File: config.mk
export PLATFORM = sky130hd
export DESIGN_NAME = rr_arbiter8
export DESIGN_NICKNAME = d
export VERILOG_FILES = /design/src/rtl/rr_arbiter8.sv
export SDC_FILE = /design/constraint.sdc
export NUM_CORES = 1
export LEC_CHECK = 0
export ABC_AREA = 1
export BUFFER_PORTS_ARGS = -buffer_cell sky130_fd_sc_hd__buf_2
export CORE_MARGIN = 5
export CORE_UTILIZATION = 60
export CTS_CLUSTER_DIAMETER = 120
export DETAILED_ROUTE_END_ITERATION = 10
export GPL_TIMING_DRIVEN = 0
export PLACE_DENSITY_LB_ADDON = 0.12
export SLEW_MARGIN = 15
export SYNTH_ARGS = -nofsm -noshare
export SYNTH_HDL_FRONTEND = slang
export SYNTH_SLANG_ARGS = --single-unit
File: constraint.sdc
create_clock -name clk -period 6.17 [get_ports clk]
set_input_delay 0.3085 -clock clk [delete_from_list [all_inputs] [get_ports clk]]
set_output_delay 0.3085 -clock clk [all_outputs]
set_load 0.05 [all_outputs]
File: src/rtl/rr_arbiter8.sv
// Eight-requester round-robin arbiter with a registered one-hot grant,
// per-owner hold limit and a rotating priority pointer.
module rr_arbiter8 #(
    parameter int MAX_HOLD = 16
) (
    input  logic       clk,
    input  logic       reset,
    input  logic [7:0] req,
    input  logic [7:0] mask,
    output logic [7:0] grant,
    output logic [2:0] grant_id,
    output logic       busy,
    output logic       preempt
);

    localparam int CW = $clog2(MAX_HOLD + 1);

    typedef enum logic {IDLE, BUSY} state_t;

    state_t        state_q, state_d;
    logic [2:0]    ptr_q, ptr_d;
    logic [CW-1:0] cnt_q, cnt_d;
    logic [7:0]    grant_q, grant_d;
    logic [2:0]    grant_id_q, grant_id_d;
    logic          preempt_q, preempt_d;

    logic [7:0]    ereq;
    logic          found;
    logic [2:0]    win;
    logic [2:0]    idx;

    assign ereq = req & mask;

    // Search starts at ptr and wraps, so ptr is highest priority.
    always_comb begin
        found = 1'b0;
        win   = 3'd0;
        idx   = 3'd0;
        for (int i = 0; i < 8; i++) begin
            idx = ptr_q + 3'(i);
            if (!found && ereq[idx]) begin
                found = 1'b1;
                win   = idx;
            end
        end
    end

    always_comb begin
        state_d    = state_q;
        ptr_d      = ptr_q;
        cnt_d      = cnt_q;
        grant_d    = grant_q;
        grant_id_d = grant_id_q;
        preempt_d  = 1'b0;
        case (state_q)
            IDLE: begin
                if (found) begin
                    state_d    = BUSY;
                    grant_d    = 8'b1 << win;
                    grant_id_d = win;
                    cnt_d      = CW'(1);
                end else begin
                    grant_d = 8'h00;
                end
            end
            BUSY: begin
                // Release wins over timeout when both happen on the same edge.
                if (!ereq[grant_id_q]) begin
                    state_d = IDLE;
                    grant_d = 8'h00;
                    ptr_d   = grant_id_q + 3'd1;
                end else if (cnt_q == CW'(MAX_HOLD)) begin
                    state_d   = IDLE;
                    grant_d   = 8'h00;
                    ptr_d     = grant_id_q + 3'd1;
                    preempt_d = 1'b1;
                end else begin
                    cnt_d = cnt_q + CW'(1);
                end
            end
            default: state_d = IDLE;
        endcase
    end

    always_ff @(posedge clk or posedge reset) begin
        if (reset) begin
            state_q    <= IDLE;
            ptr_q      <= 3'd0;
            cnt_q      <= '0;
            grant_q    <= 8'h00;
            grant_id_q <= 3'd0;
            preempt_q  <= 1'b0;
        end else begin
            state_q    <= state_d;
            ptr_q      <= ptr_d;
            cnt_q      <= cnt_d;
            grant_q    <= grant_d;
            grant_id_q <= grant_id_d;
            preempt_q  <= preempt_d;
        end
    end

    assign grant    = grant_q;
    assign grant_id = grant_id_q;
    assign busy     = |grant_q;
    assign preempt  = preempt_q;

endmodule
==> Yosys cells after proc, flatten, opt, wreduce, memory -nomap -nowiden <==
Index checks and enable logic that the tools add are counted.
Widths: inputs -> output; s select.
{ "totals": {"reg_bits": 21, "in_bits": 18, "word_cells": 102} }
{ "classes": {"add_sub_neg": 9, "order_cmp": 9, "eq_ne": 6, "n_shift": 1, "muxes": 51, "n_bitwise": 2, "n_reduce_logical": 18} }
{ "op_table": {"columns": ["cell", "n"], "rows": [
  ["$lt 3x4->1 const B", 9],
  ["$mux 3", 10],
  ["$bmux 1 s3", 9],
  ["$mux 8", 3],
  ["$mux 1", 23],
  ["$pmux 8 s2", 1],
  ["$mux 5", 3],
  ["$add 3x3->3 const B", 4],
  ["$pmux 5 s2", 1],
  ["$and 8x8->8", 1],
  ["$reduce_or 8->1", 1],
  ["$shl 1x3->8 const A", 1],
  ["$logic_and 1x1->1", 7],
  ["$logic_not 1->1", 7],
  ["$add 3x1->3 const B", 2],
  ["$add 3x2->3 const B", 2],
  ["$add 5x1->5 const B", 1],
  ["$eq 5x5->1 const B", 1],
  ["$ne 2x1->1 const B", 2],
  ["$ne 2x2->1 const B", 2],
  ["$reduce_and 2->1", 2],
  ["$ne 3x2->1 const B", 1],
  ["$reduce_and 3->1", 1],
  ["$pmux 1 s2", 1],
  ["$not 1->1", 1]
]} }

==> Depth between registers and ports, before layout <==
{ "logic_depth": {"depth_word": 28, "depth_mapped": 18, "depth_no_buf": 16} }

==> Least setup slack after synthesis <==
Ideal clock, no wire load.
{ "synth_timing": {"kind": "register to register", "start": "register ptr_q[0]", "end": "register grant_q[5] (netlist: grant[5])", "setup_ns": 0.123, "arrival_ns": 2.312, "t_required_ns": 6.047, "slack_ns": 3.736, "stages_incl_launch_ff": 17, "cell_sequence": "dfrtp_1 -> inv_2 -> buf_6 -> ha_1 -> buf_4 -> inv_1 -> nand3_1 -> nand2_1 -> nand2_1 -> nand2_2 -> nand4_4 -> nor2_8 -> nand2_2 -> o21ai_4 -> inv_2 -> nand2_1 -> o21ai_1"} }
{ "synth_via": {"elab_chain_cells": 27, "word_cells_on_any_way": 56, "cone_classes": "add/sub (7); shift (1); mux (34); reduce/logical (14)"} }
{ "synth_rtl": {"columns": ["item", "line", "rtl"], "rows": [
  ["from (decl)", "21", "logic [2:0] ptr_q, ptr_d;"],
  ["from (signal assigned)", "95", "ptr_q <= ptr_d;"],
  ["parallel branches: the longest is 25 deep, another holds $add 3x1->3", null, null],
  ["$mux 8 *", "57", "if (found) begin"],
  ["$pmux 8 s2 *", "55", "case (state_q)"],
  ["to (signal assigned)", "97", "grant_q <= grant_d;"],
  ["to (decl)", "23", "logic [7:0] grant_q, grant_d;"]
]} }
Every way passes the cells marked *. The select of a mux whose other input is x is not followed.
A chain may end at the register's enable or synchronous reset.

==> Worst setup path in the final report <==
Ends and elaborated chain as after synthesis.

==> key figures <==
Run status
  • Status: completed

STA
  • RSZ-0062 raised after global routing: false
  • Slew Viols, Final: 0
  • Max-slew headroom: 0.494
  • Worst slew pin tran: 0.759 ns
  • Crit path time final: around 2.9 ns
  • Final Cycle Share: 0.474
  • Final setup viols: 0
  • Fmax: ~340 MHz
  • Final Hold Fails: 0
  • Max Clock Skew: 0.00448 ns
  • Post-route setup TNS: 0 ns

Logic synthesis
  • Seq/Total Area, Yosys: 0.281
  • Syn avg cell area: a little under 7 um2
  • Syn Nets: approximately 300
  • Yosys cell types: 29
  • Ys Warns: 0
  • Cells after Synth: around 280
  • Top cells by area, synth: dfrtp_1 (28%), nand2_1 (17%), nand3_1 (13%), nor2_1 (4.4%), nand3_2 (4.3%)
  • Top cell type's share of synthesized area: 0.281
  • #FFs+latches synth: 21
  • Leading area contributor after synthesis: dfrtp_1
  • Synthesized area: 1870 um2

Setup path
  • Critical path class: flip-flop to flip-flop
  • Setup crit end kind: flip-flop
  • Arr. time, crit path: about 3.1 ns
  • Critical Path Source Type: flip-flop
  • Crit path from: ptr_q[0]$_DFFE_PP0P_
  • Critical Path RT: ~6.4 ns
  • CP max FO: 10
  • Start of the worst register-to-register path: ptr_q[0]$_DFFE_PP0P_

Cells and area
  • Area delta synth->final: 12.4%
  • Fillcell total: 270
  • Layout cell share with drive strength beyond 1: 0.218
  • Fin cells: between 300 and 400
  • Nets: roughly 340
  • # diodes: 0
  • Final Cell Area: 2100 um2

Die
  • Total die area: about 4300 um2
  • Chip Width: 65.8 um
  • Die Y: about 66 um
  • Placement Rows: 20
  • Starting Density: 0.618
  • Core Footprint: roughly 3000 um2
  • # IOs: 31

Clocking
  • H-tree Lvls: 1
  • CTS Buf Count: 3
  • Post-CTS Setup Bufs: 0
  • CTS sink count: 21
  • # resized after CTS: 0
  • Root Buffer: clkbuf_4
  • CTS tree: done
  • Clk_lat worst skew: roughly 0.3 ns
  • Clock Tree Buf Depth: 2
  • Hold-fix buffers, CTS: 0
  • Clk slew on worst S/H paths: around 0.11 ns

Place
  • GP Congestion: just under 0.9
  • DP HPWL: ~3600 um
  • Placed cell area: between 2000 and 2500 um2
  • # placed instances: 352
  • Port Buffers: 30

Route
  • DRC: 0
  • First-pass DRT Iterations: 4
  • Via count: between 1500 and 2000
  • Wire length per cell: roughly 12 um
  • Via density: around 5.4
  • DR iter-0 viols: 76
  • Detailed Route WL: approximately 4400 um
  • Antenna-violating nets left: 0

Flow run
  • Max Cap Viol: 0

Global route
  • First-pass GRT wire length: ~7600 um
  • Grt ovf: 0
  • Met3 GRT Util: 0.0374
  • Grt met1 use: 0.325
  • Vias in the first global route: around 1700
  • Gr busiest metal: met2
  • Global routing met2 resource utilization: 0.345
  • Total GRT Usage: 0.220
  • Pin count of the biggest net entering global routing: 22
  • Initial antenna violation count: 0

Min path
  • Hold Path Class: primary input to asynchronous set/reset pin
[cell type report]
class | instances | area (um2) | area share
inverters | 26 | 97.6 | 0.0464
well taps | 44 | 55.1 | 0.0262
multi-input cells | 225 | 1200 | 0.570
flip-flops and latches | 21 | 526 | 0.250
clock buffers | 4 | 26.3 | 0.0125
repair buffers | 30 | 150 | 0.0714
plain buffers | 6 | 48.8 | 0.0232
[cell usage after synthesis]
cell type	n
nor2_2	3
clkbuf_1	1
nor2_8	1
nand3_1	47
nand4_1	12
xor2_1	3
o21ai_1	7
nor4_1	2
inv_2	6
o21ai_0	11
nor3_1	1
nand2_1	85
nand2_2	6
inv_1	20
o21a_1	1
ha_1	5
o211ai_1	1
nand4_4	1
nor2_4	2
o21ai_4	1
nand3b_1	1
nand3_2	8
buf_4	3
dfrtp_1	21
nor2_1	22
xnor2_2	2
xnor2_1	1
buf_6	2
a21oi_1	2
[worst max-delay path, cell delays in order, from the launching register on]
cell and delay (ns):
dfrtp_1 0.48, inv_2 0.10, buf_6 0.16, ha_1 0.29, buf_4 0.17, inv_1 0.20, nand3_1 0.11, nand2_1 0.12
nand2_1 0.07, nand2_2 0.16, nand4_4 0.15, nor2_8 0.17, nand2_2 0.08, o21ai_4 0.22, inv_2 0.11, nand2_1 0.14
o21ai_1 0.08
[sequential cells by signal, summed over array words and instances, names as in the netlist]
signal    flops
grant         8
state_q       1
grant_id      3
preempt       1
cnt_q         5
ptr_q         3
[cell usage in the layout (no fill, tap or decap)]
cell | netlist | routed
nand2_1 | 85 | 85
nand3_1 | 47 | 47
buf_2 | 0 | 30
nor2_1 | 22 | 22
dfrtp_1 | 21 | 21
inv_1 | 20 | 20
nand4_1 | 12 | 12
o21ai_0 | 11 | 11
nand3_2 | 8 | 8
o21ai_1 | 7 | 7
inv_2 | 6 | 6
nand2_2 | 6 | 6
ha_1 | 5 | 5
xor2_1 | 3 | 3
buf_4 | 3 | 3
nor2_2 | 3 | 3
clkbuf_4 | 0 | 3
buf_6 | 2 | 2
xnor2_2 | 2 | 2
nor2_4 | 2 | 2
a21oi_1 | 2 | 2
clkbuf_1 | 1 | 2
nor4_1 | 2 | 2
o21a_1 | 1 | 1
nand4_4 | 1 | 1
nor2_8 | 1 | 1
o21ai_4 | 1 | 1
o211ai_1 | 1 | 1
nand3b_1 | 1 | 1
nor3_1 | 1 | 1
xnor2_1 | 1 | 1
[per-layer routing]
layer,part of all wire,vias to the layer above
li1,-,996
met1,0.48,870
met2,0.46,47
met3,0.057,0
met4,0,0
met5,0,-
[cells by family after synthesis]
family | count (synthesis) | synth area share
XOR/XNOR | 6 | 0.0361
buffers and inverters | 32 | 0.0783
flip-flops | 21 | 0.281
adder cells (fa/ha/maj) | 5 | 0.0334
AND/OR/NAND/NOR | 191 | 0.501
AO/OA/AOI/OAI | 23 | 0.0702
[worst paths after layout]
kind	end	slack (ns)	depth (start not counted)
max in group asynchronous	grant[2]$_DFFE_PP0P_	5.58	2
worst min register to register	grant[4]$_DFFE_PP0P_	0.52	2
min in group clk	grant[4]$_DFFE_PP0P_	0.52	2
worst max-delay path	grant[5]$_DFFE_PP0P_	3.25	16
worst max register to register	grant[5]$_DFFE_PP0P_	3.25	16
worst min-delay path	cnt_q[0]$_DFFE_PP0P_	0.12	2
[per-stage QoR]
stage	hold slack [ns]	worst slack (ns)	util
after floorplan	0.285	3.74	-
after global placement	0.481	3.28	0.686
after detailed placement	0.481	3.27	0.686
after CTS	0.147	3.25	0.694
after global routing	0.193	2.93	0.694
final	0.121	3.25	0.694
Power is left out: the tool's default activity adds up to more than one toggle a clock period on the data nets, which glitch-free logic cannot reach.
